`config.mk`:
```
export PLATFORM = sky130hd
export DESIGN_NAME = vgm_opl_writer
export DESIGN_NICKNAME = d
export VERILOG_FILES = /design/src/rtl/vgm_pkg.sv /design/src/rtl/vgm_wait_timer.sv /design/src/rtl/vgm_opl_writer.sv
export SDC_FILE = /design/constraint.sdc
export NUM_CORES = 1
export LEC_CHECK = 0
export CAP_MARGIN = 10
export CORE_AREA = 5 5 67 94
export CTS_BUF_LIST = sky130_fd_sc_hd__clkbuf_8
export CTS_CLUSTER_DIAMETER = 120
export DETAILED_ROUTE_END_ITERATION = 8
export DIE_AREA = 0 0 72 99
export PLACE_DENSITY = 0.77
export SLEW_MARGIN = 15
export SYNTH_ARGS = -nofsm -noshare
export SYNTH_HDL_FRONTEND = slang
export SYNTH_SLANG_ARGS = --single-unit
```
`constraint.sdc`:
```
create_clock -name in_clk -period 2.9 [get_ports in_clk]
set_input_delay 0.725 -clock in_clk [delete_from_list [all_inputs] [get_ports in_clk]]
set_output_delay 0.725 -clock in_clk [all_outputs]
set_load 0.005 [all_outputs]
```
`src/rtl/vgm_pkg.sv`:
```
// rtl/vgm_pkg.sv - VGM opcode constants, wait constants and sequencer state type
package vgm_pkg;

  localparam logic [7:0] OP_YM3812  = 8'h5A;
  localparam logic [7:0] OP_WAIT_N  = 8'h61;
  localparam logic [7:0] OP_WAIT_60 = 8'h62;
  localparam logic [7:0] OP_WAIT_50 = 8'h63;
  localparam logic [7:0] OP_END     = 8'h66;
  localparam logic [3:0] OP_WAIT_SHORT = 4'h7;

  localparam int unsigned WAIT_60_N = 735;
  localparam int unsigned WAIT_50_N = 882;

  typedef enum logic [2:0] {
    S_OP   = 3'd0,
    S_ARG  = 3'd1,
    S_WR   = 3'd2,
    S_GAP  = 3'd3,
    S_WAIT = 3'd4,
    S_HALT = 3'd5
  } state_t;

  function automatic logic is_wait_short(input logic [7:0] op);
    return op[7:4] == OP_WAIT_SHORT;
  endfunction

endpackage

```
`src/rtl/vgm_wait_timer.sv`:
```
// rtl/vgm_wait_timer.sv - loadable sample-wait down-counter with tick enable
module vgm_wait_timer #(
  parameter int WAIT_W = 16
) (
  input  logic              in_clk,
  input  logic              in_rst_n,
  input  logic              in_load,
  input  logic [WAIT_W-1:0] in_load_val,
  input  logic              in_en,
  output logic              out_zero,
  output logic              out_expire
);

  localparam logic [WAIT_W-1:0] CNT_ONE = WAIT_W'(1);

  logic [WAIT_W-1:0] count_q;

  always_ff @(posedge in_clk) begin
    if (!in_rst_n) begin
      count_q <= '0;
    end else if (in_load) begin
      count_q <= in_load_val;
    end else if (in_en && (count_q != '0)) begin
      count_q <= count_q - CNT_ONE;
    end
  end

  assign out_zero   = (count_q == '0);
  // Expiry is the tick that consumes the last remaining count.
  assign out_expire = in_en && (count_q == CNT_ONE);

endmodule

```
`src/rtl/vgm_opl_writer.sv`:
```
// rtl/vgm_opl_writer.sv - VGM byte-stream sequencer driving the OPL2 register-write port
module vgm_opl_writer
  import vgm_pkg::*;
#(
  parameter int WR_HOLD = 4,
  parameter int WR_GAP  = 4,
  parameter int WAIT_W  = 16
) (
  input  logic       in_clk,
  input  logic       in_rst_n,
  input  logic [7:0] in_data,
  input  logic       in_valid,
  output logic       out_ready,
  input  logic       in_tick,
  output logic [7:0] out_reg,
  output logic [7:0] out_val,
  output logic       out_wr,
  output logic       out_busy,
  output logic       out_done,
  output logic       out_err
);

  localparam int PH_MAX = (WR_HOLD > WR_GAP) ? WR_HOLD : WR_GAP;
  localparam int PH_W   = (PH_MAX > 1) ? $clog2(PH_MAX) : 1;
  localparam logic [PH_W-1:0] HOLD_LAST = PH_W'(WR_HOLD - 1);
  localparam logic [PH_W-1:0] GAP_LAST  = PH_W'(WR_GAP - 1);
  localparam logic [PH_W-1:0] PH_ONE    = PH_W'(1);

  state_t            state, state_nxt;
  logic [7:0]        op_q, arg0_q, reg_q, val_q;
  logic              arg_idx_q;
  logic [PH_W-1:0]   phase_q;
  logic              done_q, err_q;

  logic              xfer;
  logic              take_op, take_arg0, latch_wr, set_done, set_err;
  logic              wt_load, wt_en, wt_zero, wt_expire;
  logic [WAIT_W-1:0] wt_load_val, wait_n_trunc;
  logic [4:0]        short_n;

  assign out_ready    = (state == S_OP) || (state == S_ARG);
  assign out_busy     = !((state == S_OP) || (state == S_HALT));
  assign out_wr       = (state == S_WR);
  assign out_reg      = reg_q;
  assign out_val      = val_q;
  assign out_done     = done_q;
  assign out_err      = err_q;

  assign xfer         = in_valid && out_ready;
  assign wt_en        = in_tick && (state == S_WAIT);
  assign short_n      = {1'b0, in_data[3:0]} + 5'd1;
  // Little-endian 16-bit wait, cut to the counter width.
  assign wait_n_trunc = WAIT_W'({in_data, arg0_q});

  vgm_wait_timer #(
    .WAIT_W(WAIT_W)
  ) u_wait_timer (
    .in_clk      (in_clk),
    .in_rst_n    (in_rst_n),
    .in_load     (wt_load),
    .in_load_val (wt_load_val),
    .in_en       (wt_en),
    .out_zero    (wt_zero),
    .out_expire  (wt_expire)
  );

  always_ff @(posedge in_clk) begin
    if (!in_rst_n) begin
      state <= S_OP;
    end else begin
      state <= state_nxt;
    end
  end

  always_comb begin
    state_nxt   = state;
    take_op     = 1'b0;
    take_arg0   = 1'b0;
    latch_wr    = 1'b0;
    set_done    = 1'b0;
    set_err     = 1'b0;
    wt_load     = 1'b0;
    wt_load_val = '0;

    case (state)
      S_OP: begin
        if (xfer) begin
          take_op = 1'b1;
          case (in_data)
            OP_YM3812, OP_WAIT_N: state_nxt = S_ARG;
            OP_WAIT_60: begin
              wt_load     = 1'b1;
              wt_load_val = WAIT_W'(WAIT_60_N);
              state_nxt   = S_WAIT;
            end
            OP_WAIT_50: begin
              wt_load     = 1'b1;
              wt_load_val = WAIT_W'(WAIT_50_N);
              state_nxt   = S_WAIT;
            end
            OP_END: begin
              set_done  = 1'b1;
              state_nxt = S_HALT;
            end
            default: begin
              if (is_wait_short(in_data)) begin
                wt_load     = 1'b1;
                wt_load_val = WAIT_W'(short_n);
                state_nxt   = S_WAIT;
              end else begin
                set_err   = 1'b1;
                state_nxt = S_HALT;
              end
            end
          endcase
        end
      end
      S_ARG: begin
        if (xfer) begin
          if (!arg_idx_q) begin
            take_arg0 = 1'b1;
          end else if (op_q == OP_YM3812) begin
            latch_wr  = 1'b1;
            state_nxt = S_WR;
          end else if (wait_n_trunc == '0) begin
            state_nxt = S_OP;
          end else begin
            wt_load     = 1'b1;
            wt_load_val = wait_n_trunc;
            state_nxt   = S_WAIT;
          end
        end
      end
      S_WR: begin
        if (phase_q == HOLD_LAST) state_nxt = S_GAP;
      end
      S_GAP: begin
        if (phase_q == GAP_LAST) state_nxt = S_OP;
      end
      S_WAIT: begin
        if (wt_expire || wt_zero) state_nxt = S_OP;
      end
      S_HALT: state_nxt = S_HALT;
      default: state_nxt = S_OP;
    endcase
  end

  always_ff @(posedge in_clk) begin
    if (!in_rst_n) begin
      op_q      <= '0;
      arg0_q    <= '0;
      arg_idx_q <= 1'b0;
      reg_q     <= '0;
      val_q     <= '0;
      phase_q   <= '0;
      done_q    <= 1'b0;
      err_q     <= 1'b0;
    end else begin
      if (take_op) begin
        op_q      <= in_data;
        arg_idx_q <= 1'b0;
      end
      if (take_arg0) begin
        arg0_q    <= in_data;
        arg_idx_q <= 1'b1;
      end
      // Address and data move together with the strobe rise and then hold.
      if (latch_wr) begin
        reg_q <= arg0_q;
        val_q <= in_data;
      end
      if (state_nxt != state) begin
        phase_q <= '0;
      end else if ((state == S_WR) || (state == S_GAP)) begin
        phase_q <= phase_q + PH_ONE;
      end
      if (set_done) done_q <= 1'b1;
      if (set_err)  err_q  <= 1'b1;
    end
  end

endmodule
```
==> run_summary.xml, run 1 <==
<?xml version="1.0" encoding="UTF-8"?>
<metrics>
  <group name="final_layout">
    <metric name="largest_register_ff_count" unit="">16</metric>
    <metric name="final_cell_mix" unit="">nand2_1, dfxtp_1, a21oi_1</metric>
    <metric name="drive_above_1_share" unit="">0.145</metric>
    <metric name="multiInputGateArea" unit="sq um">1810</metric>
    <metric name="regArea" unit="sq um">1120</metric>
    <metric name="final_cells" unit="">522</metric>
    <metric name="syn2layout_area_growth" unit="%">23.2</metric>
    <metric name="nets" unit="">473</metric>
    <metric name="fillCellCount" unit="">474</metric>
    <metric name="antenna_cells_inserted" unit="">0</metric>
    <metric name="final_common_cell" unit="">nand2_1</metric>
    <metric name="top_register" unit="">u_wait_timer.count_q</metric>
  </group>
  <group name="logic_synthesis">
    <metric name="post_synthesis_cell_type_count" unit="">68</metric>
    <metric name="mappedNetlistArea" unit="sq um">3070</metric>
    <metric name="postSynthAreaPerCell" unit="sq um">7.69</metric>
    <metric name="synth_sequential_area_ratio" unit="">0.365</metric>
    <metric name="synth_warnings" unit="">0</metric>
    <metric name="yosys_most_used_dff" unit="">dfxtp_1</metric>
    <metric name="synth.ff_latch_count" unit="">56</metric>
    <metric name="asyncSetResetFlopFracSynth" unit="">0</metric>
    <metric name="synth_fp_nets" unit="">419</metric>
    <metric name="synthCells" unit="">399</metric>
    <metric name="synth_edf_count" unit="">0</metric>
  </group>
  <group name="setup_path">
    <metric name="cp_max_fo" unit="">12</metric>
    <metric name="critical-path-slowest-cell" unit="">clkdlybuf4s50_1</metric>
    <metric name="crit_chain" unit="">clkdlybuf4s50_1 -&gt; ha_1 -&gt; or2_2 -&gt; a21oi_1 -&gt; o21a_1 -&gt; a211oi_1 -&gt; buf_4 -&gt; buf_4 -&gt; o31ai_1 -&gt; a21oi_1</metric>
    <metric name="worst_ep_required_time" unit="ps">3100</metric>
    <metric name="r2r_end" unit="">u_wait_timer.count_q[5]$_SDFFE_PN0P_</metric>
    <metric name="timing.reg2reg.worst_path_depth" unit="">7</metric>
    <metric name="critical-path-max-stage-delay" unit="ps">520</metric>
    <metric name="worstReg2RegStart" unit="">u_wait_timer.count_q[4]$_SDFFE_PN0P_</metric>
    <metric name="path_delay_family" unit="">buffers and inverters</metric>
    <metric name="timing.critical_path.arrival" unit="ps">2940</metric>
    <metric name="worstSetupEndpointType" unit="">flip-flop</metric>
    <metric name="setup.worst_path.class" unit="">in -&gt; reg</metric>
    <metric name="number_of_buffer_and_inverter_instances_along_the_worst_setup_path" unit="">3</metric>
    <metric name="startpoint_type" unit="">input pin</metric>
    <metric name="worstSetupPathDepth" unit="">10</metric>
    <metric name="rrSetupSlack" unit="ps">510</metric>
  </group>
  <group name="die">
    <metric name="floorplan.initialDensity" unit="">0.572</metric>
    <metric name="ios" unit="">33</metric>
    <metric name="die_area" unit="sq um">7130</metric>
    <metric name="core_area" unit="sq um">5370</metric>
    <metric name="die_h" unit="microns">99</metric>
    <metric name="die_boundary_width" unit="microns">72</metric>
    <metric name="placementRows" unit="">32</metric>
  </group>
  <group name="job">
    <metric name="timing.max_cap.violations" unit="">0</metric>
  </group>
  <group name="clocking">
    <metric name="clock-sinks" unit="">56</metric>
    <metric name="root_buffer" unit="">clkbuf_8</metric>
    <metric name="cts_setup_buffers" unit="">0</metric>
    <metric name="number_of_buffers_created_by_cts" unit="">5</metric>
    <metric name="cts_hold_buffers" unit="">0</metric>
    <metric name="h-tree-depth" unit="">2</metric>
    <metric name="postCtsResizedCells" unit="">0</metric>
    <metric name="clkSlewWorstSetupHoldPaths" unit="ps">100</metric>
    <metric name="cts_buffer_depth" unit="">2</metric>
    <metric name="worst_skew_pair.late_latency" unit="ps">310</metric>
    <metric name="cts_tree" unit="">done</metric>
  </group>
  <group name="global_route">
    <metric name="global_route_wire_length_before_repair" unit="microns">13800</metric>
    <metric name="grt_start_max_net_pins" unit="">37</metric>
    <metric name="grt.overflow.total" unit="">0</metric>
    <metric name="vias_in_the_first_global_route" unit="">2965</metric>
    <metric name="grt_use_total" unit="">0.238</metric>
    <metric name="grt_antenna_before_repair" unit="">0</metric>
  </group>
  <group name="placement">
    <metric name="detailed_place_hpwl" unit="microns">6240</metric>
    <metric name="finalWeightedCongestion" unit="">0.945</metric>
    <metric name="placed_cells_incl_taps" unit="">514</metric>
    <metric name="io_buffer_count" unit="">32</metric>
  </group>
  <group name="timing">
    <metric name="final_max_slew_viol_count" unit="">0</metric>
    <metric name="worst_clock_skew" unit="ps">7.39</metric>
    <metric name="layout_min_cycle_time" unit="ps">2740</metric>
    <metric name="finalSetupViolations" unit="">0</metric>
    <metric name="finalSetupTns" unit="ps">0</metric>
    <metric name="max_slew.worst_pin.slew" unit="ps">566</metric>
    <metric name="max_slew_margin" unit="">0.622</metric>
    <metric name="grt_setup_unrepaired" unit="">no</metric>
    <metric name="fin_crit_sh" unit="">0.945</metric>
    <metric name="finalHoldViolations" unit="">0</metric>
    <metric name="max_fclk" unit="MHz">365</metric>
  </group>
  <group name="pwr">
    <metric name="static-leakage-power" unit="nW">1.47</metric>
    <metric name="worst_ir_drop_vdd" unit="uV">382</metric>
    <metric name="power.density_cell_area" unit="nW/um^2">590</metric>
  </group>
  <group name="routing">
    <metric name="initialDrtViolationCount" unit="">201</metric>
    <metric name="firstDrtPassIters" unit="">4</metric>
    <metric name="dr_total_vias" unit="">3079</metric>
    <metric name="detail-route-antenna-nets" unit="">0</metric>
    <metric name="routed_wire_length" unit="microns">8420</metric>
    <metric name="routedWlPerCell" unit="microns">16.1</metric>
    <metric name="drc" unit="">0</metric>
    <metric name="detail_route.vias_per_cell" unit="">5.90</metric>
  </group>
  <group name="status">
    <metric name="outcome" unit="">finished clean</metric>
  </group>
  <group name="hold_path">
    <metric name="worst_hold_startpoint" unit="">out_val[6]$_SDFFE_PN0P_</metric>
    <metric name="hold_depth" unit="">2</metric>
    <metric name="hold_path_end" unit="">out_val[6]$_SDFFE_PN0P_</metric>
    <metric name="hold_path_class" unit="">reg -&gt; reg</metric>
  </group>
</metrics>
[area by class of cell]
cell class                      count  share of cell area
Tap cell                           68              0.0225
Inverter                           11              0.0109
Sequential cell                    56               0.296
Timing Repair Buffer               71               0.162
Clock buffer                        5              0.0182
Multi-Input combinational cell    308               0.478
Clock inverter                      3              0.0113
[metrics by stage]
step                       util  power [mW]  cell area, sq um  hold slack, ps  setup slack (ps)
after floorplan               -        1.48              3070             431               563
after global placement    0.684        1.70              3670             440             -22.0
after detailed placement  0.684        1.72              3670             445             -94.3
after CTS                 0.705        2.23              3780             459               220
after global routing      0.705        2.36              3780             482              69.3
final                     0.705        2.23              3780             454               159
[how the worst max path moves through the flow]
stage | start | to | slack, ps
2_1_floorplan | in_data[0] | u_wait_timer.count_q[8]$_SDFFE_PN0P_ | 560
3_3_place_gp | in_data[1] | u_wait_timer.count_q[10]$_SDFFE_PN0P_ | -20
3_5_place_dp | in_data[1] | u_wait_timer.count_q[10]$_SDFFE_PN0P_ | -90
4_1_cts | in_data[0] | u_wait_timer.count_q[15]$_SDFFE_PN0P_ | 220
5_1_grt | in_data[1] | u_wait_timer.count_q[10]$_SDFFE_PN0P_ | 70
6_report | in_data[1] | u_wait_timer.count_q[15]$_SDFFE_PN0P_ | 160
[routing by layer]
| metal | global-route usage | vias up | part of all wire |
|---|---|---|---|
| met1 | 0.281 | 1477 | 0.42 |
| met3 | 0.0357 | 23 | 0.037 |
| met4 | 0.0999 | 0 | 0.028 |
| li1 | - | 1515 | - |
| met2 | 0.422 | 64 | 0.51 |
| met5 | 0 | - | 0 |
[worst reg2reg max path, stage by stage (launching register included)]
cell     delay, ps
dfxtp_1        380
or4_4          610
nor4_4         350
a21oi_2        160
buf_4          200
and3_1         170
o311a_1        330
nor3_2         140
[cell families after synthesis]
kind of cell | share of synthesized area
buf+inv | 0.0473
compound gates | 0.222
flops | 0.365
mux | 0.0261
xor+xnor | 0.0114
simple gates | 0.295
fa+ha+maj | 0.0326
[synth_stat cells, drive strengths merged (2+ instances only)]
library cell / instances / area [sq um]
inv: 11 / 41.3
a211oi: 5 / 42.5
nor4: 5 / 46.3
or4: 3 / 26.3
o21a: 4 / 30.0
or2b: 2 / 15.0
or3b: 2 / 17.5
nand4: 2 / 12.5
mux2i: 8 / 80.1
o21ai: 12 / 60.1
nor3: 13 / 75.1
nand4b: 2 / 17.5
buf: 5 / 32.5
clkbuf: 19 / 71.3
a21oi: 50 / 254
or3: 3 / 20.0
nand3: 8 / 40.0
o22ai: 2 / 12.5
a21o: 5 / 38.8
o31ai: 3 / 27.5
a31oi: 7 / 43.8
ha: 8 / 100
a2111oi: 3 / 27.5
nor2b: 3 / 18.8
nor3b: 2 / 15.0
dfxtp: 56 / 1120
nand2: 77 / 289
nand2b: 4 / 25.0
nor4b: 2 / 17.5
or2: 4 / 25.0
nor2: 35 / 131
o211a: 4 / 40.0
and3: 6 / 38.8
xnor2: 3 / 26.3
and3b: 2 / 17.5
[where the power goes]
group / internal (mW) / switching [mW]
Combinational: 0.366 / 0.436
Sequential: 0.833 / 0.0803
Clock: 0.256 / 0.261
Power figures use the tool's default switching activity.
==> run 2: changes to the inputs <==
CORE_AREA = 5 5 79 81   (was 5 5 67 94)
DIE_AREA = 0 0 84 86   (was 0 0 72 99)
PLACE_DENSITY = 0.8   (was 0.77)
==> run 2 against run 1 <==
  * Final area rose by 0.20%
  * Fmax rose by 2.7%
  * Via count rose by 1.1%
  * Wire length fell by 1.7%
  * Global-route usage barely moved
  * Sequential power barely moved
  * Power fell by 3.5%
  * Combinational power fell by 1%
  * Clock skew fell by 0.91 ps
  * Critical path depth rose by 1
  * Critical endpoint unchanged
  * Largest cell class unchanged
  * Highest routed layer unchanged
==> run_summary.xml, run 2 (same netlist as run 1, synthesis figures left out) <==
<?xml version="1.0" encoding="UTF-8"?>
<metrics>
  <group name="hold_path">
    <metric name="worst_hold_startpoint" unit="">out_reg[5]$_SDFFE_PN0P_</metric>
    <metric name="hold_path_class" unit="">reg -&gt; reg</metric>
  </group>
  <group name="timing">
    <metric name="finalHoldViolations" unit="">0</metric>
    <metric name="worst_clock_skew" unit="ps">6.49</metric>
    <metric name="fin_crit_sh" unit="">0.920</metric>
    <metric name="layout_min_cycle_time" unit="ps">2670</metric>
    <metric name="finalSetupViolations" unit="">0</metric>
    <metric name="grt_setup_unrepaired" unit="">no</metric>
    <metric name="final_max_slew_viol_count" unit="">0</metric>
    <metric name="hold-worst-slack" unit="ps">454</metric>
    <metric name="max_slew_margin" unit="">0.619</metric>
    <metric name="max_slew.worst_pin.slew" unit="ps">571</metric>
    <metric name="max_fclk" unit="MHz">375</metric>
  </group>
  <group name="clocking">
    <metric name="number_of_buffers_created_by_cts" unit="">5</metric>
    <metric name="worst_skew_pair.late_latency" unit="ps">330</metric>
    <metric name="clock-sinks" unit="">56</metric>
    <metric name="cts_tree" unit="">done</metric>
    <metric name="root_buffer" unit="">clkbuf_8</metric>
    <metric name="cts_hold_buffers" unit="">0</metric>
    <metric name="clkSlewWorstSetupHoldPaths" unit="ps">100</metric>
    <metric name="cts_buffer_depth" unit="">2</metric>
    <metric name="h-tree-depth" unit="">2</metric>
  </group>
  <group name="setup_path">
    <metric name="worstSetupEndpointType" unit="">flip-flop</metric>
    <metric name="cp_max_fo" unit="">11</metric>
    <metric name="worstReg2RegStart" unit="">u_wait_timer.count_q[4]$_SDFFE_PN0P_</metric>
    <metric name="critical-path-slowest-cell" unit="">clkdlybuf4s50_1</metric>
    <metric name="setup.worst_path.class" unit="">in -&gt; reg</metric>
    <metric name="path_common_cell" unit="">buf_4</metric>
    <metric name="critical-path-max-stage-delay" unit="ps">470</metric>
    <metric name="startpoint_type" unit="">input pin</metric>
    <metric name="crit_start" unit="">in_data[1]</metric>
    <metric name="worst_ep_required_time" unit="ps">3110</metric>
    <metric name="crit_chain" unit="">clkdlybuf4s50_1 -&gt; buf_4 -&gt; ha_1 -&gt; or2_2 -&gt; a21oi_1 -&gt; o21a_1 -&gt; a211oi_1 -&gt; buf_4 -&gt; buf_4 -&gt; o31ai_1 -&gt; a21oi_1</metric>
    <metric name="timing.critical_path.arrival" unit="ps">2880</metric>
  </group>
  <group name="final_layout">
    <metric name="final_cell_mix" unit="">nand2_1, dfxtp_1, a21oi_1</metric>
    <metric name="antenna_cells_inserted" unit="">0</metric>
    <metric name="largest_register_ff_count" unit="">16</metric>
    <metric name="drive_above_1_share" unit="">0.146</metric>
    <metric name="fillCellCount" unit="">467</metric>
    <metric name="final_cells" unit="">525</metric>
    <metric name="syn2layout_area_growth" unit="%">23.4</metric>
    <metric name="final_common_cell" unit="">nand2_1</metric>
    <metric name="top_register" unit="">u_wait_timer.count_q</metric>
    <metric name="finish.utilization" unit="">0.701</metric>
    <metric name="nets" unit="">472</metric>
  </group>
  <group name="routing">
    <metric name="routed_wire_length" unit="microns">8280</metric>
    <metric name="dr_total_vias" unit="">3114</metric>
    <metric name="detail-route-antenna-nets" unit="">0</metric>
    <metric name="drc" unit="">0</metric>
    <metric name="detail_route.vias_per_cell" unit="">5.93</metric>
    <metric name="routedWlPerCell" unit="microns">15.8</metric>
    <metric name="initialDrtViolationCount" unit="">225</metric>
    <metric name="firstDrtPassIters" unit="">7</metric>
  </group>
  <group name="status">
    <metric name="outcome" unit="">finished clean</metric>
  </group>
  <group name="pwr">
    <metric name="finalPower" unit="mW">2.15</metric>
    <metric name="share_comb_of_total_power" unit="">0.368</metric>
    <metric name="static-leakage-power" unit="nW">1.47</metric>
    <metric name="power.switching" unit="uW">784</metric>
    <metric name="switching_share" unit="">0.364</metric>
    <metric name="p_int" unit="mW">1.37</metric>
    <metric name="worst_ir_drop_vdd" unit="uV">290</metric>
    <metric name="portion_of_total_power_attributed_to_sequential_cells" unit="">0.425</metric>
    <metric name="power.density_cell_area" unit="nW/um^2">568</metric>
    <metric name="clkPwrFrac" unit="">0.207</metric>
  </group>
  <group name="placement">
    <metric name="placed_cells_incl_taps" unit="">517</metric>
    <metric name="detailed_place_hpwl" unit="microns">6150</metric>
    <metric name="io_buffer_count" unit="">32</metric>
    <metric name="finalWeightedCongestion" unit="">0.977</metric>
  </group>
  <group name="job">
    <metric name="timing.max_cap.violations" unit="">0</metric>
  </group>
  <group name="die">
    <metric name="placementRows" unit="">27</metric>
    <metric name="die_boundary_width" unit="microns">84</metric>
    <metric name="die_h" unit="microns">86</metric>
    <metric name="floorplan.initialDensity" unit="">0.568</metric>
    <metric name="ios" unit="">33</metric>
    <metric name="core_area" unit="sq um">5410</metric>
    <metric name="die_area" unit="sq um">7220</metric>
  </group>
  <group name="global_route">
    <metric name="grt_antenna_before_repair" unit="">0</metric>
    <metric name="grt_use_total" unit="">0.239</metric>
    <metric name="grt_start_max_net_pins" unit="">34</metric>
    <metric name="grt.overflow.total" unit="">0</metric>
    <metric name="global_route_wire_length_before_repair" unit="microns">14200</metric>
    <metric name="vias_in_the_first_global_route" unit="">2978</metric>
  </group>
</metrics>
-- run 2: worst paths after layout --
check / endpoint / slack, ps / cells past startpoint
worst min register to register: out_reg[5]$_SDFFE_PN0P_ / 450 / 2
worst min-delay path: out_reg[5]$_SDFFE_PN0P_ / 450 / 2
worst max register to register: u_wait_timer.count_q[5]$_SDFFE_PN0P_ / 490 / 7
worst max-delay path: u_wait_timer.count_q[15]$_SDFFE_PN0P_ / 230 / 11
-- run 2: layout make-up --
class / instances / area [sq um] / area share
multi-input cells: 308 / 1810 / 0.479
inverters: 11 / 41.3 / 0.0109
clock buffers: 5 / 68.8 / 0.0182
clock inverters: 3 / 23.8 / 0.00627
flip-flops and latches: 56 / 1120 / 0.296
repair buffers: 70 / 631 / 0.166
well taps: 72 / 90.1 / 0.0238
-- run 2: per-stage QoR --
stage | setup slack, ps | setup TNS (ps) | area [sq um]
global route | 31.8 | 0 | 3790
global placement | -92.3 | -449 | 3690
floorplan | 563 | 0 | 3070
CTS | 217 | 0 | 3780
finish | 231 | 0 | 3790
detailed placement | -131 | -752 | 3690
-- run 2: layer usage --
| metal | routed length, microns | up-vias | global-route usage |
|---|---|---|---|
| li1 | - | 1522 | - |
| met1 | 3780 | 1460 | 0.306 |
| met2 | 3870 | 116 | 0.406 |
| met3 | 492 | 16 | 0.0500 |
| met4 | 135 | 0 | 0.0702 |
| met5 | 0 | - | 0 |
-- run 2: what timing repair did --
item	CTS	global route
hold endpoints to repair	0	0
buffers inserted	0	0
resized for setup	0	3
endpoints found under the setup margin	0	2
-- run 2: power groups by stage --
stage | combinational, mW | sequential (mW) | clock (mW)
6_report | 0.792 | 0.915 | 0.447
3_3_place_gp | 0.765 | 0.925 | 0
4_1_cts | 0.785 | 0.911 | 0.456
3_5_place_dp | 0.780 | 0.929 | 0
5_1_grt | 0.877 | 0.927 | 0.492
2_1_floorplan | 0.589 | 0.894 | 0
-- run 2: worst max-delay path: cells and delay by family --
family / cells / cell delay (ps)
buffers and inverters: 4 / 980
AO/OA/AOI/OAI: 5 / 710
AND/OR/NAND/NOR: 1 / 280
adder cells (fa/ha/maj): 1 / 180
